`config.mk`:
```
export PLATFORM = sky130hd
export DESIGN_NAME = mult_controller
export DESIGN_NICKNAME = d
export VERILOG_FILES = /design/src/rtl/mult_controller.sv
export SDC_FILE = /design/constraint.sdc
export NUM_CORES = 1
export LEC_CHECK = 0
export BUFFER_PORTS_ARGS = -buffer_cell sky130_fd_sc_hd__buf_4
export CORE_UTILIZATION = 30
export DETAILED_ROUTE_END_ITERATION = 12
export PLACE_DENSITY = 0.59
export SETUP_SLACK_MARGIN = 0.3
export SYNTH_ARGS = -nofsm -noshare
export SYNTH_HDL_FRONTEND = slang
export SYNTH_SLANG_ARGS = --single-unit
```
`constraint.sdc`:
```
create_clock -name clk -period 2.75 [get_ports clk]
set_input_delay 0.275 -clock clk [delete_from_list [all_inputs] [get_ports clk]]
set_output_delay 0.275 -clock clk [all_outputs]
set_load 0.01 [all_outputs]
```
`src/rtl/mult_controller.sv`:
```
// Control FSM for the 8-bit shift-add multiplier datapath: sequences operand loads,
// N_BITS add/shift steps and result readout. Optional abort input via MULT_CTRL_ABORT_EN.
module mult_controller #(
  parameter int unsigned N_BITS = 8
) (
  input  logic clk,
  input  logic rst,
  input  logic start,
  input  logic A0,
`ifdef MULT_CTRL_ABORT_EN
  input  logic abort,
`endif
  output logic clr_P,
  output logic load_P,
  output logic load_B,
  output logic load_A,
  output logic shift_A,
  output logic sel_sum,
  output logic lsb_out,
  output logic msb_out,
  output logic req_a,
  output logic req_b,
  output logic res_lo_valid,
  output logic res_hi_valid,
  output logic busy,
  output logic done
);

  localparam int unsigned CW = $clog2(N_BITS);

  typedef enum logic [2:0] {
    IDLE, LD_A, LD_B, MULT, OUT_LO, OUT_HI, DONE
  } state_t;

  state_t          state_q, state_d;
  logic [CW-1:0]   count_q, count_d;
  logic            abort_c;

  logic clr_p_d, load_p_d, load_b_d, load_a_d, shift_a_d;
  logic lsb_out_d, msb_out_d, req_a_d, req_b_d;
  logic res_lo_valid_d, res_hi_valid_d, busy_d, done_d;

`ifdef MULT_CTRL_ABORT_EN
  assign abort_c = abort;
`else
  assign abort_c = 1'b0;
`endif

  // Next state and iteration counter
  always_comb begin
    state_d = state_q;
    count_d = count_q;
    unique case (state_q)
      IDLE:    if (start) state_d = LD_A;
      LD_A:    state_d = LD_B;
      LD_B: begin
        state_d = MULT;
        count_d = '0;
      end
      MULT: begin
        if (count_q == CW'(N_BITS - 1)) state_d = OUT_LO;
        else                            count_d = count_q + CW'(1);
      end
      OUT_LO:  state_d = OUT_HI;
      OUT_HI:  state_d = DONE;
      DONE:    state_d = IDLE;
      default: state_d = IDLE;
    endcase
    if (abort_c && (state_q != IDLE)) begin
      state_d = IDLE;
      count_d = '0;
    end
  end

  // Outputs decoded from the next state so the registered copies track state_q
  always_comb begin
    clr_p_d        = 1'b0;
    load_p_d       = 1'b0;
    load_b_d       = 1'b0;
    load_a_d       = 1'b0;
    shift_a_d      = 1'b0;
    lsb_out_d      = 1'b0;
    msb_out_d      = 1'b0;
    req_a_d        = 1'b0;
    req_b_d        = 1'b0;
    res_lo_valid_d = 1'b0;
    res_hi_valid_d = 1'b0;
    done_d         = 1'b0;
    busy_d         = (state_d != IDLE);
    unique case (state_d)
      LD_A: begin
        load_a_d = 1'b1;
        req_a_d  = 1'b1;
      end
      LD_B: begin
        load_b_d = 1'b1;
        clr_p_d  = 1'b1;
        load_p_d = 1'b1;
        req_b_d  = 1'b1;
      end
      MULT: begin
        load_p_d  = 1'b1;
        shift_a_d = 1'b1;
      end
      OUT_LO: begin
        lsb_out_d      = 1'b1;
        res_lo_valid_d = 1'b1;
      end
      OUT_HI: begin
        msb_out_d      = 1'b1;
        res_hi_valid_d = 1'b1;
      end
      DONE:    done_d = 1'b1;
      default: ;
    endcase
  end

  always_ff @(posedge clk or posedge rst) begin
    if (rst) begin
      state_q      <= IDLE;
      count_q      <= '0;
      clr_P        <= 1'b0;
      load_P       <= 1'b0;
      load_B       <= 1'b0;
      load_A       <= 1'b0;
      shift_A      <= 1'b0;
      lsb_out      <= 1'b0;
      msb_out      <= 1'b0;
      req_a        <= 1'b0;
      req_b        <= 1'b0;
      res_lo_valid <= 1'b0;
      res_hi_valid <= 1'b0;
      busy         <= 1'b0;
      done         <= 1'b0;
    end else begin
      state_q      <= state_d;
      count_q      <= count_d;
      clr_P        <= clr_p_d;
      load_P       <= load_p_d;
      load_B       <= load_b_d;
      load_A       <= load_a_d;
      shift_A      <= shift_a_d;
      lsb_out      <= lsb_out_d;
      msb_out      <= msb_out_d;
      req_a        <= req_a_d;
      req_b        <= req_b_d;
      res_lo_valid <= res_lo_valid_d;
      res_hi_valid <= res_hi_valid_d;
      busy         <= busy_d;
      done         <= done_d;
    end
  end

  // Only Mealy output: add B when the current multiplier bit is set
  assign sel_sum = (state_q == MULT) && A0;

endmodule

```
## Yosys cells after proc, flatten, opt, wreduce, memory -nomap -nowiden

Index checks and enable logic that the tools add are counted.

| word-level totals | value |
|---|---|
| register bits after elaboration | 14 |
| logic and storage cells | 42 |
| output and inout bits | 14 |

| operators by class | value |
|---|---|
| reductions and logical operators | 6 |
| add/sub/neg operators | 1 |
| multiplexer cells | 12 |
| eq/ne operators | 13 |

Operators by type and width:

| kind | number |
|---|---|
| $eq 3x3->1 const B | 6 |
| $pmux 3 s6 | 1 |
| $eq 3x2->1 const B | 4 |
| $mux 3 | 3 |
| $mux 1 | 7 |
| $eq 3x1->1 const B | 2 |
| $pmux 3 s2 | 1 |
| $add 3x1->3 const B | 1 |
| $logic_not 3->1 | 1 |
| $reduce_bool 3->1 | 1 |
| $ne 2x2->1 const B | 1 |
| $reduce_and 2->1 | 1 |
| $reduce_bool 2->1 | 1 |
| $reduce_or 2->1 | 1 |
| $logic_and 1x1->1 | 1 |

## Logic depth before layout (Yosys ltp)

| logic depth | value |
|---|---|
| depth in word-level cells | 6 |
| mapped depth | 5 |
| depth with buffers taken out | 5 |

## Worst setup path after synthesis

Ideal clock, no wire load.

| timing | value |
|---|---|
| path kind | reg-to-reg |
| start | register count_q[0] |
| end | register count_q[0] |
| library setup time | 127 ps |
| path slack | 1,428 ps |
| cell stages (with the launch flop) | 6 |
| arrival time | 1,196 ps |
| buffers on the path | 0 |
| path through | dfrtp_1 ha_1 ha_1 and2_1 o21ai_1 o31ai_2 |

| on the way | value |
|---|---|
| cells in the longest elaborated chain, start to end | 3 |
| elaborated cells between the ends (all ways) | 6 |

RTL lines:

| item | line | text |
|---|---|---|
| start: declaration | 36 | `logic [CW-1:0] count_q, count_d;` |
| start signal: assignment | 137 | `count_q <= count_d;` |
| $add 3x1->3 or $eq 3x3->1 (tied branches) | 62, 61 |  |
| $mux 3 or $ne 2x2->1 (tied branches) | - |  |
| $pmux 3 s2 or $reduce_and 2->1 (tied branches) | - |  |

Parallel ways exist; a longest one is shown, timed or not. The select of a mux whose other input is x is not followed.
A chain may end at the register's enable or synchronous reset.

## Worst setup path in the final report

| timing | value |
|---|---|
| start | register state_q[0] |
| end | output port sel_sum |

| on the way | value |
|---|---|
| cells in the longest elaborated chain, start to end | 2 |

RTL lines:

| item | line | text |
|---|---|---|
| start: declaration | 35 | `state_t state_q, state_d;` |
| start signal: assignment | 136 | `state_q <= state_d;` |
| $eq 3x2->1 | 155 | `assign sel_sum = (state_q == MULT) && A0;` |
| $logic_and 1x1->1 | 155 |  |
| end: declaration | 18 | `output logic sel_sum,` |

Every way passes these cells.

==> impl_results.md <==
- Placed Cells: 93
- Initial core utilization: 31.8%
- Die area: 2250 um^2
- Avg Inst Size Synth: 10.8 um^2
- Worst-path maximum fanout: 9
- H-tree depth: 1
- Routed Antenna Nets: 0
- Worst Path Arrival: 1.29 ns
- Delay-heaviest family, CP: flip-flops
- Skew final: 0.00367 ns
- Root Driver: clkbuf_4
- Num rows: 16
- Status: complete, no violations
- Drt pass-1 iters: 4
- Core area: 1940 um^2
- Hold_buf cts: 0
- Flop2flop setup slack: 1.32 ns
- IO buf count: 17
- Normalized max-slew margin: 65.3%
- Synth cell types: 20
- Worst path bufs/invs: 2
- RD Place Congestion: 0.804
- Initial DRC Count: 5
- Crit Reg-Reg Startpoint: count_q[0]
- Final Setup Violations: 0
- Initial antenna violation count: 0
- FF-to-FF End: count_q[2]
- Mapped Area: 618 um^2
- Postcts setup bufs: 0
- Largest net degree at the start of global routing: 15
- Cts repair resizes: 0
- Unrepaired setup endpoints after global routing: false
- DIE HEIGHT: 47.4 um
- Final worst path period share: 56.8%
- Ports: 18
- Post-route insts no fill: 97
- FF-to-FF path depth: 5
- Post-Syn Nets: 63
- Area growth from synthesis to layout: 23.1%
- Post-route DRC violation count: 0
- Die W: 47.4 um
- Synth Instances: 57
- Part of the Yosys area used for sequential elements: 56.7%
- Critical path capture point type: output port
- Startpoint types: flop
- TNS Setup: 0 ns
- Leak pwr: 0.377 nW
- Worst slew pin tran: 0.520 ns
- CTS tree: built
- Max-Cap Viols: 0
- Number of diodes: 0
- Routed WL per cell: 10.6 um
- Fin. Hold Viols: 0
- Worst vdd ir: 0.404 mV
- Minimum clock period: 1.56 ns
- Syn. warnings: 0
- Cells along the critical path: inv_1, nor3_1, buf_4
- Number of buffers created by CTS: 3
- Total track usage: 10.1%
- Seq cells post-synth: 14
- Vias in the first global route: 330
- Class of the worst hold path: in2async
- Reg clk slew, reported paths: 0.08 ns
- Slew Limit Fails: 0
- First-pass GRT wire length: 1560 um
- Layout cells sized above 1: 32.9%
- Required time of the critical path: 2.48 ns
- Crit Path Category: reg2out
- Critical-path top delay cell: dfrtp_1
- Clock Tree Buf Depth: 2
- Clock latency on the worst-skew pair: 0.27 ns
- Pwr Density: 998 nW/um^2
- Nets: 77
- Fmax: 640 MHz
- Via density: 4.54
- Crit path largest cell delay: 0.48 ns
- Routed Wire Length: 1030 um
- Gr ovfl total: 0
- Clk sinks: 14
- Dpl hpwl: 726 um
- Vias: 440
-- cells by family (layout without fill, tap and decap cells) --
logic type                 count (synthesis)  in the layout  share of synthesized area (%)
and+or+nand+nor                           21             21                           18.4
buffers and inverters                     10             23                           10.1
AOI/OAI and AO/OA                         10             10                           10.7
adders and majority gates                  2              2                           4.05
DFF                                       14             14                           56.7
-- sequential cells by signal, indices dropped and copies added, names as in the netlist --
register	cells
load_P	1
res_hi_valid	1
busy	1
state_q	3
count_q	3
res_lo_valid	1
req_a	1
done	1
req_b	1
shift_A	1
-- worst reg2reg max path, cell delays in order, from the launching register on --
cell     delay [ns]
dfrtp_1        0.41
ha_1           0.21
ha_1           0.22
and2_1         0.22
o21ai_0        0.17
o21ai_1        0.09
-- cells in the mapped netlist (all sizes together) --
master	count	area [um^2]
o31ai	1	12.5
nand2b	3	26.3
nor4b	1	8.76
or2	1	6.26
ha	2	25.0
buf	8	55.1
nor3	4	20.0
dfrtp	14	350
nand2	4	15.0
and3	1	6.26
and2	2	12.5
o21ai	6	30.0
nor2	5	18.8
inv	2	7.51
a221oi	1	8.76
a22oi	1	7.51
o21a	1	7.51
-- how the worst max path moves through the flow --
stage,startpoint,end,cells past startpoint
4_1_cts,state_q[0],sel_sum,3
5_1_grt,state_q[0],sel_sum,3
3_3_place_gp,count_q[0],count_q[2],5
6_report,state_q[0],sel_sum,3
3_5_place_dp,count_q[0],count_q[0],5
2_1_floorplan,count_q[0],count_q[0],5
-- where the power goes --
part	internal (W)	leakage [nW]	switching, W
Clock	0.0000805	0.0210	0.0000619
Sequential	0.000268	0.167	0.0000659
Combinational	0.000144	0.189	0.000139
-- per-stage QoR --
| stage | total power [W] | setup slack (ns) | hold slack (ns) | cell area, um^2 | utilization (%) |
|---|---|---|---|---|---|
| 2_1_floorplan | 0.000541 | 1.43 | 0.164 | 618 | - |
| 3_3_place_gp | 0.000618 | 1.38 | 0.350 | 724 | 37.3 |
| 3_5_place_dp | 0.000624 | 1.34 | 0.350 | 724 | 37.3 |
| 4_1_cts | 0.000767 | 1.18 | 0.0513 | 761 | 39.2 |
| 5_1_grt | 0.000820 | 1.10 | 0.0743 | 761 | 39.2 |
| 6_report | 0.000759 | 1.19 | 0.0304 | 761 | 39.2 |
-- area by class of cell --
type,count,area [um^2]
clock buffer,4,36.3
multi-input combinational,33,205
inverter,2,7.51
fill,191,1180
tap,27,33.8
timing repair buffer,17,128
sequential,14,350
-- metal layers --
metal	GRT usage, %	wire length (um)	up-vias
li1	-	-	216
met1	14.9	502	211
met2	12.9	479	11
met3	5.77	41	2
met4	1.71	9	0
met5	0	0	-
-- layout by cell type, fill, tap and decap left out, drive strengths merged --
master / instances
ha: 2
a22oi: 1
clkbuf: 4
inv: 2
nand2: 4
o31ai: 1
dfrtp: 14
o21ai: 6
a221oi: 1
and3: 1
and2: 2
buf: 17
nand2b: 3
or2: 1
o21a: 1
nor4b: 1
nor2: 5
nor3: 4
Power figures use the tool's default switching activity.
